--- src/rtl/dmem_arb_pkg.sv ---
// -----------------------------------------------------------------------------
// dmem_arb_pkg
//   Shared types and constants for the data-memory port arbiter.
//   arb_state_t : arbiter FSM state (IDLE, LOCKED for an atomic SWP sequence)
//   arb_owner_t : which requester owns the memory port in the current cycle
//   STAT_W      : width of the optional statistics counters
// -----------------------------------------------------------------------------
package dmem_arb_pkg;

  typedef enum logic {
    IDLE   = 1'b0,
    LOCKED = 1'b1
  } arb_state_t;

  typedef enum logic [1:0] {
    OWN_NONE = 2'd0,
    OWN_CPU  = 2'd1,
    OWN_AUX  = 2'd2
  } arb_owner_t;

  localparam int STAT_W = 16;

endpackage

--- src/rtl/dmem_arb_starve.sv ---
// -----------------------------------------------------------------------------
// dmem_arb_starve
//   Saturating starvation counter for the auxiliary requester. Counts
//   consecutive cycles in which aux requests but is not granted; once it
//   reaches STARVE_MAX, force_aux tells the arbiter to hand the port to aux.
//   STARVE_MAX must be at least 1.
//
// Ports:
//   clk       in   system clock
//   rst       in   asynchronous active-high reset
//   aux_req   in   aux request
//   aux_gnt   in   aux grant issued this cycle
//   force_aux out  counter saturated; aux must win the next IDLE arbitration
// -----------------------------------------------------------------------------
module dmem_arb_starve #(
  parameter int STARVE_MAX = 4
) (
  input  logic clk,
  input  logic rst,
  input  logic aux_req,
  input  logic aux_gnt,
  output logic force_aux
);

  localparam int CNT_W = (STARVE_MAX < 1) ? 1 : $clog2(STARVE_MAX + 1);
  localparam logic [CNT_W-1:0] CNT_MAX = CNT_W'(STARVE_MAX);

  logic [CNT_W-1:0] starve_cnt;

  // Holds at CNT_MAX while aux stays denied (e.g. across a LOCKED sequence),
  // so aux wins the first cycle back in IDLE.
  always_ff @(posedge clk or posedge rst) begin
    if (rst) begin
      starve_cnt <= '0;
    end else if (aux_req && !aux_gnt) begin
      if (starve_cnt != CNT_MAX) begin
        starve_cnt <= starve_cnt + CNT_W'(1);
      end
    end else begin
      starve_cnt <= '0;
    end
  end

  assign force_aux = (starve_cnt == CNT_MAX);

endmodule

--- src/rtl/dmem_arbiter.sv ---
// -----------------------------------------------------------------------------
// dmem_arbiter
//   Shares the single data-memory port between the CPU load/store unit and an
//   auxiliary master. Fixed priority to the CPU, with a starvation limit that
//   forces an aux grant, and a CPU lock that keeps the port through an SWP
//   read-modify-write. Grants are combinational; read valid is registered one
//   cycle after a read grant (memory read data is registered on posedge clk).
//
// Optional feature (macro DMEM_ARB_STATS_EN): adds 16-bit saturating grant and
//   conflict counters stat_cpu_grants, stat_aux_grants, stat_conflicts.
//
// Ports:
//   clk, rst                  clock, asynchronous active-high reset
//   cpu_req/we/lock/addr/wdata CPU request (lock keeps ownership after access)
//   cpu_gnt, cpu_rvalid        CPU grant, CPU read data valid on mem_rdata
//   aux_req/we/addr/wdata      aux request
//   aux_gnt, aux_rvalid        aux grant, aux read data valid on mem_rdata
//   mem_addr/wdata/re/we       memory port drive (word-aligned address)
//   mem_rdata                  memory registered read data (routed to masters
//                              externally; only the valids come from here)
// -----------------------------------------------------------------------------
module dmem_arbiter
  import dmem_arb_pkg::*;
#(
  parameter int bus        = 32,
  parameter int STARVE_MAX = 4
) (
  input  logic           clk,
  input  logic           rst,
  input  logic           cpu_req,
  input  logic           cpu_we,
  input  logic           cpu_lock,
  input  logic [bus-1:0] cpu_addr,
  input  logic [bus-1:0] cpu_wdata,
  output logic           cpu_gnt,
  output logic           cpu_rvalid,
  input  logic           aux_req,
  input  logic           aux_we,
  input  logic [bus-1:0] aux_addr,
  input  logic [bus-1:0] aux_wdata,
  output logic           aux_gnt,
  output logic           aux_rvalid,
  output logic [bus-1:0] mem_addr,
  output logic [bus-1:0] mem_wdata,
  output logic           mem_re,
  output logic           mem_we,
  input  logic [bus-1:0] mem_rdata
`ifdef DMEM_ARB_STATS_EN
  ,
  output logic [STAT_W-1:0] stat_cpu_grants,
  output logic [STAT_W-1:0] stat_aux_grants,
  output logic [STAT_W-1:0] stat_conflicts
`endif
);

  arb_state_t state, state_nxt;
  arb_owner_t owner;
  logic       force_aux;

  // Read data and the low address bits never influence arbitration.
  logic unused_bits;
  assign unused_bits = ^{mem_rdata, cpu_addr[1:0], aux_addr[1:0]};

  dmem_arb_starve #(
    .STARVE_MAX (STARVE_MAX)
  ) u_starve (
    .clk       (clk),
    .rst       (rst),
    .aux_req   (aux_req),
    .aux_gnt   (aux_gnt),
    .force_aux (force_aux)
  );

  // Stage 0: combinational arbitration and memory drive
  always_comb begin
    owner = OWN_NONE;
    if (!rst) begin
      case (state)
        IDLE: begin
          if (force_aux && aux_req) begin
            owner = OWN_AUX;
          end else if (cpu_req) begin
            owner = OWN_CPU;
          end else if (aux_req) begin
            owner = OWN_AUX;
          end
        end
        LOCKED: begin
          // Starvation never breaks an atomic sequence.
          if (cpu_req) begin
            owner = OWN_CPU;
          end
        end
        default: owner = OWN_NONE;
      endcase
    end
  end

  assign cpu_gnt = (owner == OWN_CPU);
  assign aux_gnt = (owner == OWN_AUX);

  always_comb begin
    mem_addr  = '0;
    mem_wdata = '0;
    mem_re    = 1'b0;
    mem_we    = 1'b0;
    case (owner)
      OWN_CPU: begin
        mem_addr  = {cpu_addr[bus-1:2], 2'b00};
        mem_wdata = cpu_wdata;
        mem_re    = ~cpu_we;
        mem_we    = cpu_we;
      end
      OWN_AUX: begin
        mem_addr  = {aux_addr[bus-1:2], 2'b00};
        mem_wdata = aux_wdata;
        mem_re    = ~aux_we;
        mem_we    = aux_we;
      end
      default: begin
        mem_addr  = '0;
        mem_wdata = '0;
        mem_re    = 1'b0;
        mem_we    = 1'b0;
      end
    endcase
  end

  always_comb begin
    state_nxt = state;
    case (state)
      IDLE: begin
        if (cpu_gnt && cpu_lock) begin
          state_nxt = LOCKED;
        end
      end
      LOCKED: begin
        // Leave on the final unlocked access, or if the CPU drops the lock
        // without issuing it.
        if ((cpu_gnt && !cpu_lock) || (!cpu_req && !cpu_lock)) begin
          state_nxt = IDLE;
        end
      end
      default: state_nxt = IDLE;
    endcase
  end

  always_ff @(posedge clk or posedge rst) begin
    if (rst) begin
      state <= IDLE;
    end else begin
      state <= state_nxt;
    end
  end

  // Stage 1: read valid, aligned with the memory's registered read data
  always_ff @(posedge clk or posedge rst) begin
    if (rst) begin
      cpu_rvalid <= 1'b0;
      aux_rvalid <= 1'b0;
    end else begin
      cpu_rvalid <= cpu_gnt & ~cpu_we;
      aux_rvalid <= aux_gnt & ~aux_we;
    end
  end

`ifdef DMEM_ARB_STATS_EN
  function automatic logic [STAT_W-1:0] sat_inc(input logic [STAT_W-1:0] v,
                                                input logic              en);
    logic [STAT_W-1:0] r;
    r = v;
    if (en && (v != {STAT_W{1'b1}})) begin
      r = v + STAT_W'(1);
    end
    return r;
  endfunction

  always_ff @(posedge clk or posedge rst) begin
    if (rst) begin
      stat_cpu_grants <= '0;
      stat_aux_grants <= '0;
      stat_conflicts  <= '0;
    end else begin
      stat_cpu_grants <= sat_inc(stat_cpu_grants, cpu_gnt);
      stat_aux_grants <= sat_inc(stat_aux_grants, aux_gnt);
      stat_conflicts  <= sat_inc(stat_conflicts, cpu_req & aux_req);
    end
  end
`endif

endmodule

--- config.mk ---
export PLATFORM = sky130hd
export DESIGN_NAME = dmem_arbiter
export DESIGN_NICKNAME = d
export VERILOG_FILES = /design/src/rtl/dmem_arb_pkg.sv /design/src/rtl/dmem_arb_starve.sv /design/src/rtl/dmem_arbiter.sv
export SDC_FILE = /design/constraint.sdc
export NUM_CORES = 1
export LEC_CHECK = 0
export CELL_PAD_IN_SITES_DETAIL_PLACEMENT = 0
export CELL_PAD_IN_SITES_GLOBAL_PLACEMENT = 1
export CORE_ASPECT_RATIO = 2
export CORE_MARGIN = 1.5
export CORE_UTILIZATION = 19
export CTS_CLUSTER_DIAMETER = 60
export CTS_CLUSTER_SIZE = 30
export DETAILED_ROUTE_END_ITERATION = 12
export HOLD_SLACK_MARGIN = 0.06
export PLACE_DENSITY = 0.88
export SLEW_MARGIN = 5
export SYNTH_ARGS = -nofsm -noshare
export SYNTH_HDL_FRONTEND = slang
export SYNTH_SLANG_ARGS = --single-unit
--- constraint.sdc ---
create_clock -name clk -period 4.2 [get_ports clk]
set_clock_uncertainty 0.15 [all_clocks]
set_input_delay 0.84 -clock clk [delete_from_list [all_inputs] [get_ports clk]]
set_output_delay 0.84 -clock clk [all_outputs]
set_load 0.02 [all_outputs]
Word-level counts from Yosys, hierarchy flattened:

Index checks and enable logic that the tools add are counted.

* output and inout bits: 70
* bits in registers: 6
* input port bits: 167
* logic and storage cells: 39

* bitwise operators: 5
* multiplexer cells: 15
* equal/unequal tests: 5
* reduce and logical (&&, ||, !) cells: 9
* add/subtract/negate cells: 1

Operator list (count)
* one-hot mux 32 bit (2 select lines): 2
* two-way mux 2 bit: 4
* two-way mux 3 bit: 2
* one-hot mux 1 bit (2 select lines): 3
* logical AND 1 bit: 5
* one-hot mux 2 bit (2 select lines): 1
* adder 3 x 1 -> 3 bit, second input constant: 1
* equality test 3 bit, second input constant: 1
* zero test 1 bit: 3
* two-way mux 1 bit: 3
* != test 3 bit, second input constant: 1
* inverter 1 bit: 3
* AND 1 bit: 2
* equality test 2 x 1 -> 1 bit, second input constant: 1
* equality test 2 bit, second input constant: 1
* != test 2 bit, second input constant: 1
* logical OR 1 bit: 1

Depth between registers and ports, before layout:

Gate-level depths: netlist of run 1.

* depth after elaboration: 10
* depth in mapped cells: 11
* mapped depth without buffers: 7

Cells and area by module:

From an unflattened synthesis of run 1, not the netlist that was laid out.

* cell total of the unflattened synthesis: 124
* area total of the unflattened synthesis: 1179.9 µm²

By module, submodules not included
* dmem_arbiter: cells an instance 105, instances 1, area an instance 993.5 µm², seq. area each 75.1 µm²
* dmem_arb_starve: cells an instance 19, instances 1, area an instance 186.4 µm², seq. area each 75.1 µm²

Worst setup path after synthesis of run 1:

No wires, ideal clock.

* path kind: in2out
* start point: input port rst
* end point: output port mem_re
* required time: 3.210 ns
* path slack: 0.208 ns
* data arrival time: 3.002 ns
* stages: 7
* path buffers: 3
* path through: or3b_1 buf_6 buf_6 or2_1 ha_1 clkbuf_1 o41ai_1

* longest elaborated chain between the ends: 3

RTL lines
* start: declaration: line dmem_arbiter.sv:29 `input logic rst,`
* two-way mux 2 bit *: line dmem_arbiter.sv:77 `if (!rst) begin`
* equality test 2 bit / equality test 2 x 1 -> 1 bit (equally long branches): line dmem_arbiter.sv:107 `case (owner)`
* one-hot mux 1 bit (2 select lines) *: line dmem_arbiter.sv:107
* end: declaration: line dmem_arbiter.sv:45 `output logic mem_re,`

Mark *: on every way between the ends. The rest lies on a longest branch, timed or not.

Final worst setup path of run 1:

* start point: input port aux_req
* end point: output port mem_wdata[21]

* longest elaborated chain between the ends: 7

RTL lines
* start: declaration: line dmem_arbiter.sv:37 `input logic aux_req,`
* two-way mux 2 bit: line dmem_arbiter.sv:84 `end else if (aux_req) begin`
* two-way mux 2 bit: line dmem_arbiter.sv:82 `end else if (cpu_req) begin`
* two-way mux 2 bit *: line dmem_arbiter.sv:80 `if (force_aux && aux_req) begin`
* one-hot mux 2 bit (2 select lines) *: line dmem_arbiter.sv:78 `case (state)`
* two-way mux 2 bit *: line dmem_arbiter.sv:77
* equality test 2 bit / equality test 2 x 1 -> 1 bit (equally long branches): line dmem_arbiter.sv:107
* one-hot mux 32 bit (2 select lines) *: line dmem_arbiter.sv:107
* end: declaration: line dmem_arbiter.sv:44 `output logic [bus-1:0] mem_wdata,`

Marked as above.

==> results of run 1 <==
## critical path, cell delays in order
cell and delay, ps:
clkdlybuf4s50_1 490, or3b_4 390, or2_1 220, ha_2 330, buf_4 210, nand2b_1 170, o32ai_2 200, clkdlybuf4s15_2 300
## power groups by stage
stage / combinational [mW] / sequential [mW] / clock, mW
finish: 0.409 / 0.0686 / 0.154
floorplan: 0.214 / 0.0683 / 0
detailed placement: 0.423 / 0.0692 / 0
global route: 0.439 / 0.0691 / 0.160
global placement: 0.415 / 0.0686 / 0
CTS: 0.416 / 0.0687 / 0.158
## sequential cells by signal (all words and copies together), names as in the netlist
register,flops
u_starve.starve_cnt,3
cpu_rvalid,1
aux_rvalid,1
state,1
## path summary, 6_finish.rpt
path                                        start                     end  slack (ps)
max reg2reg                u_starve.starve_cnt[0]  u_starve.starve_cnt[2]        1790
min                                         state                   state         410
min reg2reg                                 state                   state         410
max in group asynchronous                     rst  u_starve.starve_cnt[1]        2850
max                                       aux_req           mem_wdata[21]          50
min in group asynchronous                     rst                   state         850
## cells in the final DEF (no fill, tap or decap), types with 4 or more instances in the layout
master             n
buf_2             31
buf_4             15
clkdlybuf4s15_2   26
clkdlybuf4s50_1  134
dfrtp_1            6
inv_1             64
nand2b_1          62
nor2_1             7
o32ai_1            4
o32ai_2           51
o32ai_4            6
## cells by family after synthesis
group,Yosys count,synth area share
and+or+nand+nor,83,0.229
adders and majority gates,4,0.0225
AOI/OAI and AO/OA,70,0.487
buffers and inverters,94,0.193
other,1,0.00168
DFF,6,0.0674
## per-stage QoR
stage | cells | setup TNS (ps) | area [sq um] | setup WS (ps)
global route | 589 | 0 | 4350 | 0.356
detailed placement | 586 | -23010 | 4380 | -475
floorplan | 259 | 0 | 2230 | 208
CTS | 589 | 0 | 4380 | 52.4
global placement | 586 | -21500 | 4380 | -455
finish | 589 | 0 | 4350 | 52.7
## cell type report
| class | count | area, sq um | share of cell area |
|---|---|---|---|
| Tap cell | 142 | 178 | 0.0408 |
| Sequential cell | 6 | 150 | 0.0345 |
| Inverter | 64 | 240 | 0.0552 |
| Timing Repair Buffer | 215 | 2020 | 0.465 |
| Clock buffer | 3 | 75.1 | 0.0172 |
| Multi-Input combinational cell | 159 | 1690 | 0.388 |
## metal layers
layer,routed length (um),part of all wire,vias to the layer above,global-route usage
met3,405,0.045,14,0.0129
li1,-,-,1266,-
met5,0,0,-,0
met4,222,0.024,0,0.0468
met2,5610,0.62,120,0.301
met1,2860,0.31,1205,0.128
==> out/qor.csv, run 1 <==
stage;metric;value;unit
global_route;overflow;0;
clock_tree;htreeDepth;1;
logic_synthesis;syn_inst;258;
logic_synthesis;yosys_warnings;0;
logic_synthesis;synth_edf_count;0;
logic_synthesis;synth_area_leader_cell;o32ai_2;
logic_synthesis;synth_flop_cell;dfrtp_1;
power;pwr-share-comb;0.647;
power;p_switching;0.226;mW
clock_tree;numCtsBuffers;3;
route;num_vias;2605;
floorplanning;design.die.area;12400;sq um
sta;slew_violations;0;
sta;rsz0062_at_grt;false;
sta;max_slew_margin;0.468;
power;pwr-share-clk;0.244;
floorplanning;fp.dieW;79.6;um
placement;hpwl;7.20;mm
logic_synthesis;ys_async_sr_fraction;1.00;
route;vias_per_cell;4.42;
worst_hold_path;hold_path_depth;1;
finish;finish.utilization;0.383;
clock_tree;cts.sinks;6;
floorplanning;ios;237;
worst_hold_path;hold_class;reg -> reg;
power;power_density;145;nW/um^2
placement;gp_congestion;0.750;
floorplanning;initial_core_util;0.196;
setup_path;cp.required;3210;ps
route;drc;0;
sta;worst_slew_pin_slew;798;ps
logic_synthesis;yosysTopAreaCellShare;0.380;
power;total_power;0.632;mW
sta;fin_crit;4150;ps
flow_run;drv_cap;0;
clock_tree;clk_path_buf_depth;2;
logic_synthesis;synth_most_common_cell;inv_1;
placement;place.port_buffers;198;
setup_path;worst_ep_arrival_time;3160;ps
route;avgRoutedWirePerCell;15.4;um
sta;setup_viol;0;
route;antenna_violating_nets_post_route;0;
floorplanning;rows;55;
logic_synthesis;syn_area;2230;sq um
power;internal_power;0.406;mW
sta;period_share;0.987;
setup_path;cp-start-kind;primary input;
logic_synthesis;synthDistinctLibCells;30;
sta;fmax;0.241;GHz
clock_tree;clockRootBuffer;clkbuf_16;
global_route;antenna_found_initial;0;
route;drt_iter0_drc;44;
finish;area_growth;95.3;%
clock_tree;cts_hold_buf;0;
power;seqPwrFrac;0.109;
sta;fin_hold_ws;412;ps
route;routed_wl;9.09;mm
floorplanning;core_area;11400;sq um
clock_tree;cts_setup_buffers;0;
finish;nNetsFinal;620;
logic_synthesis;yosysSeqAreaShare;0.0674;
finish;layout-drive-gt1-share;0.322;
run_status;status;finished, final reports clean;
clock_tree;cts_tree;yes;
setup_path;path_max_fanout;21;
clock_tree;clkTransAtPathRegs;30;ps
logic_synthesis;synth_area_leaders;o32ai_2 (38%), nand2b_1 (18%), inv_1 (11%), dfrtp_1 (6.7%), o32ai_4 (6.2%);
global_route;grt_start_max_net_pins;63;
clock_tree;cts-resized-gates;230;
global_route;grt_pass1_wl;13.8;mm
logic_synthesis;yosys-top-cells-count;inv_1 (64), nand2b_1 (63), o32ai_2 (52), buf_2 (13), clkbuf_1 (8);
power;ir_drop;0.186;mV
power;p_leak;1.75;nW
clock_tree;insertion_delay;230;ps
logic_synthesis;avgSynthCellArea;8.64;sq um
finish;nFillCells;1181;
floorplanning;die_y;156;um
logic_synthesis;ys_seq_elements;6;
power;netSwitchingFraction;0.358;
route;firstDrtPassIters;4;
sta;finalHoldViolCount;0;
setup_path;end_kind;primary output;
global_route;grtUsageTotal;0.141;
finish;antenna_cells;0;
global_route;grt_pass1_vias;2827;
setup_path;worstSetupPathType;in -> out;
setup_path;r2r_cells;9;
(Power assumes the default switching activity.)
==> run 2, diff against run 1 <==
--- a/config.mk
+++ b/config.mk
@@ -15,7 +15,8 @@
 export DETAILED_ROUTE_END_ITERATION = 12
 export HOLD_SLACK_MARGIN = 0.06
 export PLACE_DENSITY = 0.88
-export SLEW_MARGIN = 5
+export SKIP_LAST_GASP = 1
+export SLEW_MARGIN = 10
 export SYNTH_ARGS = -nofsm -noshare
 export SYNTH_HDL_FRONTEND = slang
 export SYNTH_SLANG_ARGS = --single-unit
==> out/qor.csv, run 2 (same netlist as run 1, synthesis figures left out) <==
stage;metric;value;unit;change
finish;nFillCells;1178;;-0.25%
sta;rsz0062_at_grt;true;;
finish;layout-drive-gt1-share;0.322;;unchanged
clock_tree;cts_setup_buffers;0;;unchanged
clock_tree;cts_hold_buf;0;;unchanged
global_route;grtUsageTotal;0.141;;about the same
global_route;antenna_found_initial;0;;unchanged
sta;worst_slew_pin_slew;796;ps;-1.73 ps
route;routed_wl;9.10;mm;about the same
finish;regMostFlops;u_starve.starve_cnt;;
finish;multi_input_area;1690;sq um;unchanged
placement;place.port_buffers;198;;unchanged
clock_tree;cts_tree;yes;;
floorplanning;fp.dieW;79.6;um;unchanged
sta;max_slew_margin;0.469;;+0.00115
worst_hold_path;hold_class;reg -> reg;;
route;firstDrtPassIters;4;;unchanged
floorplanning;rows;55;;unchanged
route;antenna_violating_nets_post_route;0;;unchanged
clock_tree;insertion_delay;230;ps;about the same
flow_run;drv_cap;0;;unchanged
route;drc;0;;unchanged
placement;hpwl;7.20;mm;unchanged
setup_path;worst_ep_arrival_time;3170;ps;about the same
setup_path;cp-start-kind;primary input;;
setup_path;max_stage_delay;490;ps;about the same
finish;largest_reg_flops;3;;unchanged
setup_path;cp_top_family;buffers and inverters;;
global_route;grt_start_max_net_pins;63;;unchanged
clock_tree;numCtsBuffers;3;;unchanged
finish;area_growth;96.2;%;
global_route;overflow;0;;unchanged
clock_tree;htreeDepth;1;;unchanged
power;ir_drop;0.186;mV;about the same
run_status;status;finished, final reports clean;;
placement;gp_congestion;0.750;;unchanged
route;drt_iter0_drc;46;;+4.5%
power;total_power;0.633;mW;+0.11%
finish;layout_commonest_cell;clkdlybuf4s50_1;;
sta;finalHoldViolCount;0;;unchanged
sta;fin_crit;4160;ps;+8.50 ps
clock_tree;clkTransAtPathRegs;30;ps;about the same
setup_path;end_kind;primary output;;
sta;worst_slack;44.2;ps;-8.50 ps
route;vias_per_cell;4.43;;about the same
floorplanning;design.die.area;12400;sq um;unchanged
floorplanning;initial_core_util;0.196;;unchanged
clock_tree;clockRootBuffer;clkbuf_16;;
clock_tree;cts.sinks;6;;unchanged
route;avgRoutedWirePerCell;15.5;um;about the same
floorplanning;core_area;11400;sq um;unchanged
route;num_vias;2607;;+0.077%
sta;period_share;0.989;;+0.00202
power;power_density;145;nW/um^2;-0.32%
floorplanning;die_y;156;um;unchanged
global_route;grt_pass1_wl;13.9;mm;+0.15%
finish;seq_area;150;sq um;unchanged
finish;nNetsFinal;620;;unchanged
setup_path;path_max_fanout;31;;+48%
finish;antenna_cells;0;;unchanged
finish;fin_cells;589;;unchanged
finish;layout_common_cells;clkdlybuf4s50_1 (134), inv_1 (64), nand2b_1 (62), o32ai_2 (51), clkdlybuf4s15_2 (29);;
setup_path;path_cells;clkdlybuf4s50_1 -> or3b_4 -> or2_1 -> ha_2 -> buf_6 -> nand2b_1 -> o32ai_4 -> clkdlybuf4s15_2;;
placement;dp_slack;-475;ps;unchanged
global_route;grt_pass1_vias;2832;;+0.18%
sta;fmax;0.241;GHz;-0.20%
sta;setup_viol;0;;unchanged
setup_path;critPathBufInv;3;;unchanged
sta;slew_violations;0;;unchanged
setup_path;crit_slowest_cell;clkdlybuf4s50_1;;
floorplanning;ios;237;;unchanged
setup_path;cp.required;3210;ps;about the same
placement;dp.cells;586;;unchanged
power;p_leak;1.74;nW;-0.28%
clock_tree;clk_path_buf_depth;2;;unchanged
setup_path;worstSetupPathType;in -> out;;
run 2: cell type report:
type | instances | share of cell area
repair buffers | 215 | 0.467
multi-input cells | 159 | 0.386
inverters | 64 | 0.0550
well taps | 142 | 0.0406
flip-flops and latches | 6 | 0.0343
clock buffers | 3 | 0.0172
run 2: what timing repair did:
action                                 in CTS  in global routing
cloned                                      0                  0
endpoints found under the hold margin       0                  0
resized for setup                         225                  8
setup endpoints to repair                  64                 53
pin swaps                                   0                  0
run 2: final timing paths:
| path | start | slack [ps] | endpoint | cells past startpoint |
|---|---|---|---|---|
| worst max-delay path | aux_req | 40 | mem_addr[11] | 8 |
| worst min-delay path | state | 410 | state | 1 |
| worst max register to register | u_starve.starve_cnt[0] | 1790 | u_starve.starve_cnt[2] | 9 |
| worst min register to register | state | 410 | state | 1 |
| max in group asynchronous | rst | 2850 | u_starve.starve_cnt[1] | 3 |
| min in group asynchronous | rst | 850 | state | 3 |
run 2: metrics by stage:
| step | instance area (sq um) | utilization | setup TNS (ps) | hold WS, ps |
|---|---|---|---|---|
| floorplan | 2230 | - | 0 | 330 |
| global placement | 4380 | 0.385 | -21500 | 366 |
| detailed placement | 4380 | 0.385 | -23010 | 381 |
| CTS | 4380 | 0.386 | -304 | 407 |
| global route | 4370 | 0.385 | -17.1 | 418 |
| finish | 4370 | 0.385 | 0 | 412 |
run 2: worst register-to-register path, stage by stage, from the launching register on:
cell,delay (ps)
dfrtp_1,380
inv_1,60
ha_1,300
and4b_1,240
buf_4,150
or2_2,270
ha_1,190
buf_4,140
or2b_1,250
nor3_1,200
run 2: power by group:
group | leakage, nW | internal (mW) | switching, mW
combinational | 1.63 | 0.221 | 0.189
clock | 0.0370 | 0.122 | 0.0321
sequential | 0.0794 | 0.0633 | 0.00530
total | 1.74 | 0.406 | 0.226
run 2: per-layer routing:
layer | part of all wire | global-route usage | wire length [um] | vias to the layer above
met5 | 0 | 0 | 0 | -
met4 | 0.024 | 0.0468 | 222 | 0
met3 | 0.047 | 0.0140 | 428 | 14
met2 | 0.62 | 0.301 | 5610 | 122
met1 | 0.31 | 0.128 | 2840 | 1205
li1 | - | - | - | 1266
